$ cat src/rtl/control_sequencer.sv
// rtl/control_sequencer.sv - multi-cycle fetch/decode/execute controller for the accumulator machine
module control_sequencer #(
  parameter int ADDR_W = 12,
  parameter int CNT_W  = 16
) (
  input  logic             clk,
  input  logic             reset_n,
  input  logic             run,
  input  logic [15:0]      ir,
  input  logic             acc_zero,
  input  logic             acc_neg,
  output logic             pc_inc,
  output logic             pc_load,
  output logic             mar_write,
  output logic             mar_sel,
  output logic             mbr_write,
  output logic             mbr_sel,
  output logic             ir_write,
  output logic             acc_write,
  output logic [1:0]       acc_sel,
  output logic [3:0]       alu_op,
  output logic             mem_we,
  output logic             retired,
  output logic [CNT_W-1:0] instr_count,
  output logic             halted,
  output logic             illegal
);

  typedef enum logic [3:0] {
    S_IDLE, S_F_ADDR, S_F_READ, S_F_LATCH, S_DECODE, S_M_READ,
    S_M_LATCH, S_EXEC, S_ST_MBR, S_ST_WRITE, S_HALT
  } state_t;

  localparam logic [3:0] OP_ADD  = 4'h0, OP_SUB = 4'h1, OP_AND = 4'h2, OP_OR  = 4'h3;
  localparam logic [3:0] OP_XOR  = 4'h4, OP_LOAD = 4'h5, OP_STORE = 4'h6, OP_JUMP = 4'h7;
  localparam logic [3:0] OP_JZ   = 4'h8, OP_JN  = 4'h9, OP_SHL = 4'hA, OP_SHR = 4'hB;
  localparam logic [3:0] OP_NOP  = 4'hC, OP_CLR = 4'hD, OP_ILL = 4'hE, OP_HALT = 4'hF;

  state_t           state_q, state_d;
  logic [CNT_W-1:0] count_q, count_d;
  logic             illegal_q, illegal_d;
  logic [3:0]       opcode;
  state_t           bound_state;

  // The operand field is consumed by the datapath muxes, not by the sequencer.
  logic unused_operand;
  assign unused_operand = ^ir[ADDR_W-1:0];

  assign opcode      = ir[15:12];
  assign bound_state = run ? S_F_ADDR : S_IDLE;

  always_ff @(posedge clk or negedge reset_n) begin
    if (!reset_n) begin
      state_q   <= S_IDLE;
      count_q   <= '0;
      illegal_q <= 1'b0;
    end else begin
      state_q   <= state_d;
      count_q   <= count_d;
      illegal_q <= illegal_d;
    end
  end

  always_comb begin
    state_d   = state_q;
    illegal_d = illegal_q;
    count_d   = retired ? count_q + CNT_W'(1) : count_q;
    case (state_q)
      S_IDLE:    if (run) state_d = S_F_ADDR;
      S_F_ADDR:  state_d = S_F_READ;
      S_F_READ:  state_d = S_F_LATCH;
      S_F_LATCH: state_d = S_DECODE;
      S_DECODE: begin
        case (opcode)
          OP_ADD, OP_SUB, OP_AND, OP_OR, OP_XOR, OP_LOAD: state_d = S_M_READ;
          OP_STORE:                      state_d = S_ST_MBR;
          OP_JUMP, OP_JZ, OP_JN, OP_NOP: state_d = bound_state;
          OP_SHL, OP_SHR, OP_CLR:        state_d = S_EXEC;
          OP_HALT:                       state_d = S_HALT;
          default: begin
            state_d   = S_HALT;
            illegal_d = 1'b1;
          end
        endcase
      end
      S_M_READ:   state_d = S_M_LATCH;
      S_M_LATCH:  state_d = S_EXEC;
      S_EXEC:     state_d = bound_state;
      S_ST_MBR:   state_d = S_ST_WRITE;
      S_ST_WRITE: state_d = bound_state;
      S_HALT:     state_d = S_HALT;
      default:    state_d = S_IDLE;
    endcase
  end

  always_comb begin
    pc_inc    = 1'b0;
    pc_load   = 1'b0;
    mar_write = 1'b0;
    mar_sel   = 1'b0;
    mbr_write = 1'b0;
    mbr_sel   = 1'b0;
    ir_write  = 1'b0;
    acc_write = 1'b0;
    acc_sel   = 2'd0;
    alu_op    = 4'b0000;
    mem_we    = 1'b0;
    retired   = 1'b0;
    case (state_q)
      S_F_ADDR:  mar_write = 1'b1;
      S_F_READ:  pc_inc    = 1'b1;
      S_F_LATCH: ir_write  = 1'b1;
      S_DECODE: begin
        // Conditional branches are the only place the ACC flags are looked at.
        case (opcode)
          OP_ADD, OP_SUB, OP_AND, OP_OR, OP_XOR, OP_LOAD, OP_STORE: begin
            mar_sel   = 1'b1;
            mar_write = 1'b1;
          end
          OP_JUMP: begin
            pc_load = 1'b1;
            retired = 1'b1;
          end
          OP_JZ: begin
            pc_load = acc_zero;
            retired = 1'b1;
          end
          OP_JN: begin
            pc_load = acc_neg;
            retired = 1'b1;
          end
          OP_NOP, OP_HALT: retired = 1'b1;
          default: ;
        endcase
      end
      S_M_LATCH: mbr_write = 1'b1;
      S_EXEC: begin
        acc_write = 1'b1;
        retired   = 1'b1;
        case (opcode)
          OP_SUB:  alu_op = 4'b0001;
          OP_AND:  alu_op = 4'b1000;
          OP_OR:   alu_op = 4'b1001;
          OP_XOR:  alu_op = 4'b1010;
          OP_SHL:  alu_op = 4'b0100;
          OP_SHR:  alu_op = 4'b0101;
          OP_LOAD: acc_sel = 2'd1;
          OP_CLR:  acc_sel = 2'd2;
          default: ;
        endcase
      end
      S_ST_MBR: begin
        mbr_sel   = 1'b1;
        mbr_write = 1'b1;
      end
      S_ST_WRITE: begin
        mem_we  = 1'b1;
        retired = 1'b1;
      end
      default: ;
    endcase
  end

  assign instr_count = count_q;
  assign halted      = (state_q == S_HALT);
  assign illegal     = illegal_q;

endmodule

$ cat config.mk
export PLATFORM = sky130hd
export DESIGN_NAME = control_sequencer
export DESIGN_NICKNAME = d
export VERILOG_FILES = /design/src/rtl/control_sequencer.sv
export SDC_FILE = /design/constraint.sdc
export NUM_CORES = 1
export LEC_CHECK = 0
export CORE_ASPECT_RATIO = 1.5
export CORE_MARGIN = 10
export CORE_UTILIZATION = 45
export CTS_CLUSTER_SIZE = 8
export DETAILED_ROUTE_END_ITERATION = 7
export HOLD_SLACK_MARGIN = 0.02
export PLACE_DENSITY = 0.91
export SYNTH_ARGS = -nofsm -noshare
export SYNTH_HDL_FRONTEND = slang
export SYNTH_SLANG_ARGS = --single-unit
$ cat constraint.sdc
create_clock -name clk -period 2.97 [get_ports clk]
set_input_delay 0.7425 -clock clk [delete_from_list [all_inputs] [get_ports clk]]
set_output_delay 0.7425 -clock clk [all_outputs]
set_load 0.02 [all_outputs]
==> metrics.cfg <==
[logic_synthesis]
muxShareOfSynthArea_pct=0.880
ys_types=38
netlist_instances=139
async_reset_ff_share_pct=100
synth_top_family_by_area=simple AND/OR/NAND/NOR gates
syn_avg_cell_area_sq_um=9.21
syn_area_sq_um=1280
synth_simple_gate_area_share_pct=27.2
ys_warn_count=0
syn-num-nets=161
synth-main-ff-cell=dfrtp_1
synth_edf_count=0
synthXorXnorAreaFrac_pct=10.9
ys_seq_elements=21
ys_seq_area_share_pct=41.1
synth_compound_area_share_pct=12.7
synthAdderAreaFrac_pct=0.978

[cts]
ctsResizeCount=19
clk_latency_ns=0.26
cts_tree=built
htreeDepth=1
clk_pin_slew_ns=0.07
cts_buffers=3
postCtsSetupRepairBufs=0
cts.sinks=21
clk_path_buf_depth=2
cts_root_buffer=clkbuf_8
hold_buffers=0

[floorplanning]
fp.dieW_um=63.5
die_area_sq_um=5420
start_util_pct=47.3
ioPinCount=55
core-area_sq_um=2710
std_cell_rows=23
die_h_um=85.3

[timing]
final-max-slew-violation-count=0
finalSetupViolCount=0
fin_skew_ns=0.00197
finalHoldViolations=0
tightestPinTransition_ns=0.400
finalCriticalPeriod_ns=2.88
rsz0062_at_grt=no
slew_headroom_pct=73.4
max_freq_ghz=0.347
finalCritPeriodShare_pct=97.0

[critical_path]
crit_start=ir[15]
crit_end=acc_sel[0]
crit_type=in -> out
cp-end-kind=primary output
required_ns=2.23
reg2regPathDepth=6
worstReg2RegEnd=instr_count[1]
setup.worst_path.start_class=primary input
r2r_start=state_q[2]
reg2reg_slack_ns=1.15
cp_max_fo=8
arrival_ns=2.14

[detailed_routing]
vias=1238
drt-total-wl_mm=3.67
drc=0
antenna_left=0
detail_route.vias_per_cell=5.38
drt_iter0_drc=30
wl_per_cell_um=16.0
first_pass_iters=4

[global_route]
grt_antenna_before_repair=0
grt_pass1_wl_mm=6.29
grt_max_degree=22
grt_pass1_vias=1363
grt_overflow=0
grtUsageTotal_pct=13.6

[layout]
final_nets=216
fin_area_sq_um=1860
antenna_cells_inserted=0
drive_above_1_share_pct=16.6
layout_commonest_cell=clkdlybuf4s50_1
area_growth_pct=45.3
layout_common_cells=clkdlybuf4s50_1, dfrtp_1, buf_4, nand2_1, xnor2_1

[placed_design]
dp.final_hpwl_mm=2.98
port_buffers=42
post_dp_cell_area_sq_um=1820
gp_congestion=0.839

[power_and_ir_drop]
leakagePower_nw=0.847
worst_ir_drop_vdd_mv=0.661
power.density_nw_per_um2=621
fin_total_pwr_w=0.00115

[worst_hold_path]
min-delay-path-class=reg -> reg

[outcome]
status=completed

[job]
cap_violations=0

[final cells by class]
type,instances,area [sq um]
multi-input combinational,102,682
tap,37,46.3
clock buffer,3,41.3
inverter,7,26.3
fill,234,846
timing repair buffer,59,533
sequential,21,526
clock inverter,1,5.00
[registers in the layout, indices dropped and copies added (netlist names)]
| signal | flops |
|---|---|
| illegal | 1 |
| instr_count | 16 |
| state_q | 4 |
[critical path, stage by stage]
cell             delay [ns]
clkdlybuf4s50_1        0.48
buf_4                  0.19
or3_1                  0.33
nor2_1                 0.09
clkdlybuf4s15_1        0.31
[through the flow]
step	instances	utilization [%]	TNS [ns]	hold slack, ns	worst slack, ns
floorplan	139	-	0	0.447	0.400
global placement	226	67.3	-2.30	0.458	-0.322
detailed placement	226	67.3	-2.72	0.476	-0.427
CTS	230	68.8	-0.00137	0.494	-0.00137
global route	230	68.7	0	0.505	0.00145
finish	230	68.7	0	0.490	0.0892
[worst min path at each step]
| stage | from | endpoint | slack (ns) | cells past startpoint |
|---|---|---|---|---|
| after floorplan | reset_n | illegal | 0.45 | 0 |
| after detailed placement | illegal | illegal | 0.48 | 2 |
| after CTS | illegal | illegal | 0.49 | 2 |
| final | illegal | illegal | 0.49 | 2 |
| after global placement | illegal | illegal | 0.46 | 2 |
| after global routing | illegal | illegal | 0.51 | 2 |
[per-layer routing]
layer  track usage, %  routed length [um]  up-vias
met1             14.0                1460      589
met5                0                   0        -
met3             5.79                 328        5
met4             3.39                  47        0
li1                 -                   -      597
met2             24.7                1840       47
[power breakdown]
group / switching, W / leakage [nW] / total [W] / internal (W)
clock: 0.0000907 / 0.0255 / 0.000184 / 0.0000935
combinational: 0.000299 / 0.546 / 0.000554 / 0.000255
sequential: 0.0000823 / 0.275 / 0.000416 / 0.000334
total: 0.000472 / 0.847 / 0.00115 / 0.000682
[cell usage after synthesis, drive strengths merged, types with 2 or more instances]
cell / number / area share (%)
dfrtp: 21 / 41
nand2: 14 / 4.1
xnor2: 14 / 9.6
and3: 10 / 4.9
nand4: 9 / 4.4
nor2: 8 / 2.3
nor3: 8 / 3.1
a21oi: 7 / 2.7
inv: 7 / 2.1
clkbuf: 5 / 1.5
buf: 4 / 2.7
nand2b: 3 / 1.5
nand3: 3 / 2.2
nor2b: 3 / 2.1
o21ai: 3 / 1.5
a211o: 2 / 1.4
xor2: 2 / 1.4
[cells by family (layout without fill, tap and decap cells)]
family                   Yosys count  in the layout
multiplexers                       1              1
flip-flops                        21             21
buffers and inverters             16             70
adder cells (fa/ha/maj)            1              1
XOR/XNOR                          16             16
AND/OR/NAND/NOR                   63             63
AO/OA/AOI/OAI                     21             21
No activity file was read; power rests on OpenSTA's default activity.
